### src/rtl/tiny_pkg.sv
// Shared ISA encodings for the tiny core.
// Used by controlunit and inst_prefetch.
package tiny_pkg;

    localparam int OPC_W = 8;

    typedef enum logic [1:0] {
        T_MEM = 2'd0,
        T_JMP = 2'd1,
        T_ALU = 2'd2,
        T_SYS = 2'd3
    } op_type_e;

    localparam logic [OPC_W-1:0] OP_LOAD  = 8'd1;
    localparam logic [OPC_W-1:0] OP_STORE = 8'd2;
    localparam logic [OPC_W-1:0] OP_JUMP  = 8'd3;
    localparam logic [OPC_W-1:0] OP_JUMPZ = 8'd4;
    localparam logic [OPC_W-1:0] OP_ADD   = 8'd5;
    localparam logic [OPC_W-1:0] OP_SUB   = 8'd6;
    localparam logic [OPC_W-1:0] OP_HALT  = 8'hFF;

    function automatic op_type_e op_type(
        input logic [OPC_W-1:0] opc
    );
        op_type_e t;
        t = T_SYS;
        unique case (1'b1)
            (opc == OP_LOAD) || (opc == OP_STORE):
                t = T_MEM;
            (opc == OP_JUMP) || (opc == OP_JUMPZ):
                t = T_JMP;
            (opc == OP_ADD) || (opc == OP_SUB):
                t = T_ALU;
            default:
                t = T_SYS;
        endcase
        return t;
    endfunction

endpackage

### src/rtl/inst_prefetch_if.sv
// Memory read port plus instruction handshake.
// master = prefetcher side, slave = memory/consumer side.
interface inst_prefetch_if #(
    parameter int WIDTH = 8
);
    import tiny_pkg::*;

    logic             mem_req;
    logic [WIDTH-1:0] mem_addr;
    logic [WIDTH-1:0] mem_rdata;
    logic             inst_valid;
    logic [OPC_W-1:0] inst_opcode;
    logic [WIDTH-1:0] inst_operand;
    logic             inst_ready;
    logic             redirect;
    logic [WIDTH-1:0] redirect_pc;
    logic [WIDTH-1:0] pc;

    modport master (
        output mem_req, mem_addr,
        output inst_valid, inst_opcode,
        output inst_operand, pc,
        input  mem_rdata, inst_ready,
        input  redirect, redirect_pc
    );

    modport slave (
        input  mem_req, mem_addr,
        input  inst_valid, inst_opcode,
        input  inst_operand, pc,
        output mem_rdata, inst_ready,
        output redirect, redirect_pc
    );

endinterface

### src/rtl/sync_fifo.sv
// Power-of-two synchronous FIFO with flush.
// Storage is not reset; only pointers and count.
module sync_fifo #(
    parameter int W     = 16,
    parameter int DEPTH = 4,
    localparam int AW   = $clog2(DEPTH),
    localparam int CW   = AW + 1
) (
    input  logic          clk,
    input  logic          reset,
    input  logic          flush,
    input  logic          push,
    input  logic          pop,
    input  logic [W-1:0]  din,
    output logic [W-1:0]  dout,
    output logic [CW-1:0] count
);

    logic [W-1:0]  mem [DEPTH];
    logic [AW-1:0] wr_ptr;
    logic [AW-1:0] rd_ptr;
    logic          full;
    logic          empty;
    logic          do_push;
    logic          do_pop;

    assign empty   = (count == '0);
    assign full    = (count == CW'(DEPTH));
    assign do_pop  = pop & ~empty;
    assign do_push = push & (~full | do_pop);
    assign dout    = mem[rd_ptr];

    // Pointers and occupancy; flush wins over push/pop.
    always_ff @(posedge clk or negedge reset) begin
        if (!reset) begin
            wr_ptr <= '0;
            rd_ptr <= '0;
            count  <= '0;
        end else if (flush) begin
            wr_ptr <= '0;
            rd_ptr <= '0;
            count  <= '0;
        end else begin
            if (do_push)
                wr_ptr <= wr_ptr + 1'b1;
            if (do_pop)
                rd_ptr <= rd_ptr + 1'b1;
            if (do_push && !do_pop)
                count <= count + 1'b1;
            else if (do_pop && !do_push)
                count <= count - 1'b1;
        end
    end

    // Entry storage.
    always_ff @(posedge clk) begin
        if (do_push && !flush)
            mem[wr_ptr] <= din;
    end

endmodule

### src/rtl/inst_prefetch.sv
// Two-word instruction prefetcher: opcode then operand.
// Fetches ahead into a small queue; redirect flushes.
module inst_prefetch
    import tiny_pkg::*;
#(
    parameter int WIDTH    = 8,
    parameter int DEPTH    = 4,
    parameter int RESET_PC = 100
) (
    input logic             clk,
    input logic             reset,
    inst_prefetch_if.master bus
);

    localparam int CW = $clog2(DEPTH) + 1;
    localparam int EW = OPC_W + WIDTH;

    typedef enum logic [1:0] {
        S_OP,
        S_ARG,
        S_FULL
    } state_e;

    state_e           state;
    state_e           state_nx;
    logic [WIDTH-1:0] pc;
    logic             pending;
    logic [OPC_W-1:0] hold;
    logic             rsp_op;
    logic             rsp_arg;
    logic [CW-1:0]    count;
    logic [CW:0]      occ;
    logic [EW-1:0]    head;
    logic             room;
    logic             issue;
    logic             push;
    logic             pop;
    logic             valid;

    // Pending counts the instruction whose words are in flight.
    assign occ  = {1'b0, count} + {{CW{1'b0}}, pending};
    assign room = (occ < (CW + 1)'(DEPTH));

    assign valid = (count != '0);
    assign push  = rsp_arg & ~bus.redirect;
    assign pop   = valid & bus.inst_ready & ~bus.redirect;

    assign bus.mem_req      = issue & reset;
    assign bus.mem_addr     = pc;
    assign bus.pc           = pc;
    assign bus.inst_valid   = valid;
    assign bus.inst_opcode  = valid ? head[EW-1 -: OPC_W] : '0;
    assign bus.inst_operand = valid ? head[WIDTH-1:0] : '0;

    // Next state and issue decision; redirect suppresses issue.
    always_comb begin
        state_nx = state;
        issue    = 1'b0;
        unique case (state)
            S_OP: begin
                if (room) begin
                    issue    = 1'b1;
                    state_nx = S_ARG;
                end else begin
                    state_nx = S_FULL;
                end
            end
            S_ARG: begin
                issue    = 1'b1;
                state_nx = S_OP;
            end
            S_FULL: begin
                if (room)
                    state_nx = S_OP;
            end
            default: state_nx = S_OP;
        endcase
        if (bus.redirect) begin
            issue    = 1'b0;
            state_nx = S_OP;
        end
    end

    // State, pc, in-flight tracking and opcode hold.
    always_ff @(posedge clk or negedge reset) begin
        if (!reset) begin
            state   <= S_OP;
            pc      <= WIDTH'(RESET_PC);
            pending <= 1'b0;
            hold    <= '0;
            rsp_op  <= 1'b0;
            rsp_arg <= 1'b0;
        end else begin
            state   <= state_nx;
            rsp_op  <= issue && (state == S_OP);
            rsp_arg <= issue && (state == S_ARG);
            if (bus.redirect) begin
                pc      <= bus.redirect_pc;
                pending <= 1'b0;
            end else begin
                if (issue)
                    pc <= pc + 1'b1;
                if (issue && (state == S_OP))
                    pending <= 1'b1;
                else if (push)
                    pending <= 1'b0;
                if (rsp_op)
                    hold <= bus.mem_rdata[OPC_W-1:0];
            end
        end
    end

    sync_fifo #(
        .W     (EW),
        .DEPTH (DEPTH)
    ) u_queue (
        .clk   (clk),
        .reset (reset),
        .flush (bus.redirect),
        .push  (push),
        .pop   (pop),
        .din   ({hold, bus.mem_rdata}),
        .dout  (head),
        .count (count)
    );

endmodule

### src/flat_wrapper.sv
// flat-port wrapper written by rule: the top's interface ports become plain ports
module inst_prefetch_flat import tiny_pkg::*;
#(
    parameter int WIDTH    = 8,
    parameter int DEPTH    = 4,
    parameter int RESET_PC = 100
)
  (clk, reset, bus_mem_req, bus_mem_addr, bus_inst_valid, bus_inst_opcode, bus_inst_operand, bus_pc, bus_mem_rdata, bus_inst_ready, bus_redirect, bus_redirect_pc);
  inst_prefetch_if #(.WIDTH(WIDTH)) bus_i ();
  input logic clk;
  input logic reset;
  output wire logic [$bits(bus_i.mem_req)-1:0] bus_mem_req;
  output wire logic [$bits(bus_i.mem_addr)-1:0] bus_mem_addr;
  output wire logic [$bits(bus_i.inst_valid)-1:0] bus_inst_valid;
  output wire logic [$bits(bus_i.inst_opcode)-1:0] bus_inst_opcode;
  output wire logic [$bits(bus_i.inst_operand)-1:0] bus_inst_operand;
  output wire logic [$bits(bus_i.pc)-1:0] bus_pc;
  input wire logic [$bits(bus_i.mem_rdata)-1:0] bus_mem_rdata;
  input wire logic [$bits(bus_i.inst_ready)-1:0] bus_inst_ready;
  input wire logic [$bits(bus_i.redirect)-1:0] bus_redirect;
  input wire logic [$bits(bus_i.redirect_pc)-1:0] bus_redirect_pc;
  assign bus_mem_req = bus_i.mem_req;
  assign bus_mem_addr = bus_i.mem_addr;
  assign bus_inst_valid = bus_i.inst_valid;
  assign bus_inst_opcode = bus_i.inst_opcode;
  assign bus_inst_operand = bus_i.inst_operand;
  assign bus_pc = bus_i.pc;
  assign bus_i.mem_rdata = bus_mem_rdata;
  assign bus_i.inst_ready = bus_inst_ready;
  assign bus_i.redirect = bus_redirect;
  assign bus_i.redirect_pc = bus_redirect_pc;
  inst_prefetch #(.WIDTH(WIDTH), .DEPTH(DEPTH), .RESET_PC(RESET_PC)) u_core (.clk(clk), .reset(reset), .bus(bus_i));
endmodule
### config.mk
export PLATFORM = sky130hd
export DESIGN_NAME = inst_prefetch_flat
export DESIGN_NICKNAME = d
export VERILOG_FILES = /design/src/rtl/tiny_pkg.sv /design/src/rtl/inst_prefetch_if.sv /design/src/rtl/sync_fifo.sv /design/src/rtl/inst_prefetch.sv /design/src/flat_wrapper.sv
export SDC_FILE = /design/constraint.sdc
export NUM_CORES = 1
export LEC_CHECK = 0
export ABC_AREA = 1
export BUFFER_PORTS_ARGS = -buffer_cell sky130_fd_sc_hd__buf_2
export CORE_MARGIN = 5
export CORE_UTILIZATION = 25
export CTS_CLUSTER_DIAMETER = 30
export DETAILED_ROUTE_END_ITERATION = 6
export PLACE_DENSITY = 0.42
export SLEW_MARGIN = 30
export SYNTH_ARGS = -nofsm -noshare
export SYNTH_HDL_FRONTEND = slang
export SYNTH_SLANG_ARGS = --single-unit
### constraint.sdc
create_clock -name clk -period 4.1 [get_ports clk]
set_input_delay 0.82 -clock clk [delete_from_list [all_inputs] [get_ports clk]]
set_output_delay 0.82 -clock clk [all_outputs]
set_load 0.05 [all_outputs]
---- Word level (Yosys, flattened, before mapping) ----
Memory sizes are Yosys's and may differ from the RTL's.
Index checks and enable logic that the tools add are counted.
operators by class
  bitwise logic cells ..................... 10
  equality and inequality tests ........... 4
  mux-type cells .......................... 23
  order comparisons ....................... 1
  reduce and logical (&&, ||, !) cells .... 17
  add/subtract/negate cells ............... 6
operators with widths
  cell                                                                          number
  8-bit 2-to-1 mux                                                              4
  2-bit 2-to-1 mux                                                              7
  3-bit 2-to-1 mux                                                              3
  3-bit nonzero test                                                            3
  8-bit by 1-bit adder with 8-bit output, second input constant                 1
  1-bit 2-to-1 mux                                                              7
  1-bit bitwise AND                                                             6
  2-bit nonzero test                                                            3
  1-bit logical AND                                                             5
  2-bit by 1-bit adder with 2-bit output, second input constant                 2
  3-bit by 1-bit adder with 4-bit output                                        1
  4-bit by 3-bit less-than comparator with 1-bit output, second input constant  1
  2-bit case mux with 2 select lines                                            1
  3-bit by 1-bit adder with 3-bit output, second input constant                 1
  3-bit == test, second input constant                                          1
  1-bit logical NOT                                                             3
  3-bit logical NOT                                                             1
  3-bit by 2-bit inequality test with 1-bit output, second input constant       1
  1-bit inverter                                                                3
  3-bit by 1-bit subtractor with 3-bit output, second input constant            1
  2-bit by 1-bit == test with 1-bit output, second input constant               1
  2-bit == test, second input constant                                          1
  2-bit logical NOT                                                             1
  1-bit case mux with 2 select lines                                            1
  other kinds (2)                                                               2
storage, ports and cells
  register bits ........................... 28
  output and inout bits ................... 34
  logic and storage cells ................. 71
  memories ................................ 1
  RAM bits ................................ 64
  input port bits ......................... 20
memories
  name                depth  bits a word  read ports  clocked after memory_dff  write ports  RTL line         text
  u_core.u_queue.mem  4      16           1           0                         1            sync_fifo.sv:19  logic [W-1:0] mem [DEPTH];

---- Logic depth before layout (Yosys ltp) ----
  depth in word-level cells ............... 11
  depth in mapped cells ................... 14
  gate-level depth less buffers ........... 14

---- Hierarchy ----
A second synthesis with hierarchy kept.
second synthesis, totals
  cell total of the unflattened synthesis .. 401
  area, all modules ....................... 4174.0 µm²
modules (own cells, without submodules)
  module         area each (µm²)  cells an instance  times used  sequential area each (µm²)
  sync_fifo      2850.2           223                1           2097.0
  inst_prefetch  1323.8           178                1           529.3

---- Worst setup path after synthesis ----
No wires, ideal clock.
  kind .................................... flip-flop to output port
  start ................................... reg u_core.u_queue.count[2]
  end ..................................... out bus_inst_opcode[2]
  cell stages (with the launch flop) ...... 6
  path buffers ............................ 1
  arrival time ............................ 1.684 ns
  path slack .............................. 1.596 ns
  data required time ...................... 3.280 ns
  cells stage by stage .................... dfrtp_1 > inv_2 > nand2_4 > inv_2 > buf_2 > a21oi_1
on the way
  cells in the longest elaborated chain, start to end .. 2
RTL lines
  element                   RTL line             text
  start, declared           sync_fifo.sv:16      output logic [CW-1:0] count
  start signal, assigned    sync_fifo.sv:49      count <= count + 1'b1;
  start signal, assigned    sync_fifo.sv:51      count <= count - 1'b1;
  3-bit nonzero test        inst_prefetch.sv:44  assign valid = (count != '0);
  named net bus_inst_valid  flat_wrapper.sv:14   output wire logic [$bits(bus_i.inst_valid)-1:0] bus_inst_valid;
  8-bit 2-to-1 mux          inst_prefetch.sv:52  assign bus.inst_opcode = valid ? head[EW-1 -: OPC_W] : '0;
  end, declared             flat_wrapper.sv:15   output wire logic [$bits(bus_i.inst_opcode)-1:0] bus_inst_opcode;
The timed path passes the listed nets, and every way through them passes these cells.

---- Worst setup path in the final report ----
  start ................................... reg u_core.u_queue.rd_ptr[0]
  end ..................................... out bus_inst_opcode[7]
on the way
  cells in the longest elaborated chain, start to end .. 2
RTL lines
  element                 RTL line             text
  start, declared         sync_fifo.sv:21      logic [AW-1:0] rd_ptr;
  start signal, assigned  sync_fifo.sv:47      rd_ptr <= rd_ptr + 1'b1;
  memory 4 x 16 bit       -
  8-bit 2-to-1 mux        inst_prefetch.sv:52
Every way passes these cells.

==> impl_metrics.ini <==
[cells_and_area]
layout_commonest_cell = nor2_1
syn2layout_area_growth_pct = 19.4
nFillCells = 1714
utilization = 0.301
n_antenna_cell = 0
nNetsFinal = 452
final_cell_mix = nor2_1, edfxtp_1, buf_2, nand2_1, dfrtp_1
drive_gt1_frac = 0.267

[setup_path]
startpoint_type = flop
end_kind = output pin
critPathMaxFanout = 27
critical_path_class = flop to output pin
ff2ff_setup_slack_ns = 2.26
r2r-end = u_core.u_queue.count[2]$_DFFE_PN0P_
endpoint = bus_inst_opcode[7]
cp.arrival_ns = 2.04
rr_worst_depth = 13
startpoint = u_core.u_queue.rd_ptr[0]$_DFFE_PN0P_
r2r-start = u_core.u_queue.count[0]$_DFFE_PN0P_
required_ns = 3.28

[cts]
ctsHoldBuffers = 0
cts-htree-levels = 3
clk_pin_slew_worst_paths_ns = 0.06
clk_latency_ns = 0.34
cts_root_buf = clkbuf_16
cts_buffer_depth = 2
cts_sinks = 92
cts_tree = done
postCtsSetupBuffers = 0
cts_buffers = 9
post_cts_resized = 0

[floorplan]
dieArea_sq_mm = 0.0192
rows = 47
die_x_um = 139
die_h_um = 139
io_pins = 54
start_util = 0.252
coreArea_sq_mm = 0.0164

[run]
maxCapViolations = 0

[timing]
tightest_slew_ns = 0.586
timing.fmax_ghz = 0.350
period_share = 0.697
fin_skew_ns = 0.00829
tns_ns = 0
grt_setup_unrepaired = no
finalMaxSlewViolations = 0
relSlewSlack = 0.609
min_period_ns = 2.86
setup_violations = 0
hold_violations = 0

[detailed_routing]
vias_per_cell = 4.15
drc = 0
antenna_left = 0
routed-via-count = 2702
wl_per_cell_um = 14.4
drtIter0Drc = 94
wl_um = 9360
drt_pre_antenna_iters = 4

[grt]
antenna_found_initial = 0
grt-ovfl-total = 0
grt_pass1_vias = 2835
grt_max_degree = 34
grt_pass1_wl_um = 15400
track_usage = 0.102

[yosys]
synth_seq_cells = 92
synth.avg_cell_area_sq_um = 11.0
synth_warnings = 0
synth_cell_types = 37
synthCells = 376
synth-seq-area-share = 0.635
netlist_area_sq_mm = 0.00414
synth_fp_nets = 402

[pwr]
ir_drop_mv = 0.365
power_leakage_nw = 2.00
p_per_area_mw_per_mm2 = 763

[placed_design]
gp_congestion = 0.737
dp_hpwl_um = 5860
io_buffers = 53

[run_status]
outcome = finished clean

[worst_hold_path]
hold_class = input pin to async pin
[through the flow]
stage	cells	power [mW]	hold slack (ns)	setup WS, ns	cell area (sq um)
global route	651	4.00	0.522	1.06	4940
CTS	651	3.83	0.499	1.18	4940
finish	651	3.77	0.494	1.24	4940
floorplan	376	2.53	0.451	1.60	4140
detailed placement	635	2.87	0.487	1.42	4590
global placement	635	2.87	0.479	1.44	4590
[registers in the layout, summed over array words and instances, names as in the netlist]
signal,count
u_core.rsp_arg,1
u_core.pending,1
u_core.u_queue.count,3
u_core.u_queue.wr_ptr,2
u_core.hold,8
u_core.bus.mem_addr,8
u_core.u_queue.rd_ptr,2
u_core.state,2
u_core.u_queue.mem,64
u_core.rsp_op,1
[worst max-delay path: stages, from the launching register on]
cell	delay (ns)
dfrtp_1	0.54
buf_4	0.38
nor2_1	0.09
nor2_1	0.09
o21ai_1	0.07
a21oi_1	0.22
buf_2	0.30
[power by group]
part	total [mW]	switching [mW]	internal, mW
registers	1.32	0.141	1.18
logic	1.50	1.14	0.357
clock network	0.948	0.346	0.602
total	3.77	1.63	2.14
[worst min path at each step]
stage	start	end	slack [ns]
global placement	u_core.state[0]$_DFFE_PN0P_	u_core.state[0]$_DFFE_PN0P_	0.48
finish	reset	u_core.bus.mem_addr[0]$_DFFE_PN0P_	0.49
CTS	reset	u_core.bus.mem_addr[3]$_DFFE_PN0P_	0.50
floorplan	u_core.state[0]$_DFFE_PN0P_	u_core.state[1]$_DFFE_PN0P_	0.45
global route	reset	u_core.hold[7]$_DFFE_PN0P_	0.52
detailed placement	u_core.state[0]$_DFFE_PN0P_	u_core.state[1]$_DFFE_PN0P_	0.49
[layout make-up]
class,instances,area [sq um],share of cell area
well taps,220,275,0.0558
clock buffers,10,229,0.0464
multi-input cells,233,1260,0.255
clock inverters,6,116,0.0236
flip-flops and latches,92,2630,0.532
repair buffers,60,318,0.0644
inverters,30,113,0.0228
[cell usage after synthesis (all sizes together)]
cell	number	area (sq um)
nor2	77	329
o21ai	38	198
clkbuf	3	13.8
a211oi	1	7.51
nand2	59	273
xnor2	1	8.76
xor2	3	26.3
dfstp	3	78.8
o21bai	1	7.51
dfrtp	25	626
nand3	12	82.6
nand4	4	25.0
o211ai	3	22.5
fa	1	20.0
clkinv	1	3.75
buf	18	124
a21oi	17	88.8
ha	5	62.6
nor3	2	10.0
mux2	8	90.1
o31ai	1	7.51
edfxtp	64	1920
inv	29	109
[per-layer routing]
metal  vias up  wire length (um)  part of all wire  global-route usage
li1       1357                 -                 -                   -
met1      1283              4360              0.47               0.129
met2        56              4470              0.48               0.168
met3         6               458             0.049              0.0352
met4         0                72            0.0077              0.0232
met5         -                 0                 0                   0
[cells by family (layout without fill, tap and decap cells)]
| group | Yosys count | count (layout) | synth area share |
|---|---|---|---|
| DFF | 92 | 92 | 0.635 |
| xor gates and xnor gates | 4 | 4 | 0.00847 |
| adders and majority gates | 6 | 6 | 0.0200 |
| AOI/OAI and AO/OA | 61 | 61 | 0.0802 |
| buffers and inverters | 51 | 106 | 0.0605 |
| and+or+nand+nor | 154 | 154 | 0.174 |
| muxes | 8 | 8 | 0.0218 |
Power figures use the tool's default switching activity.
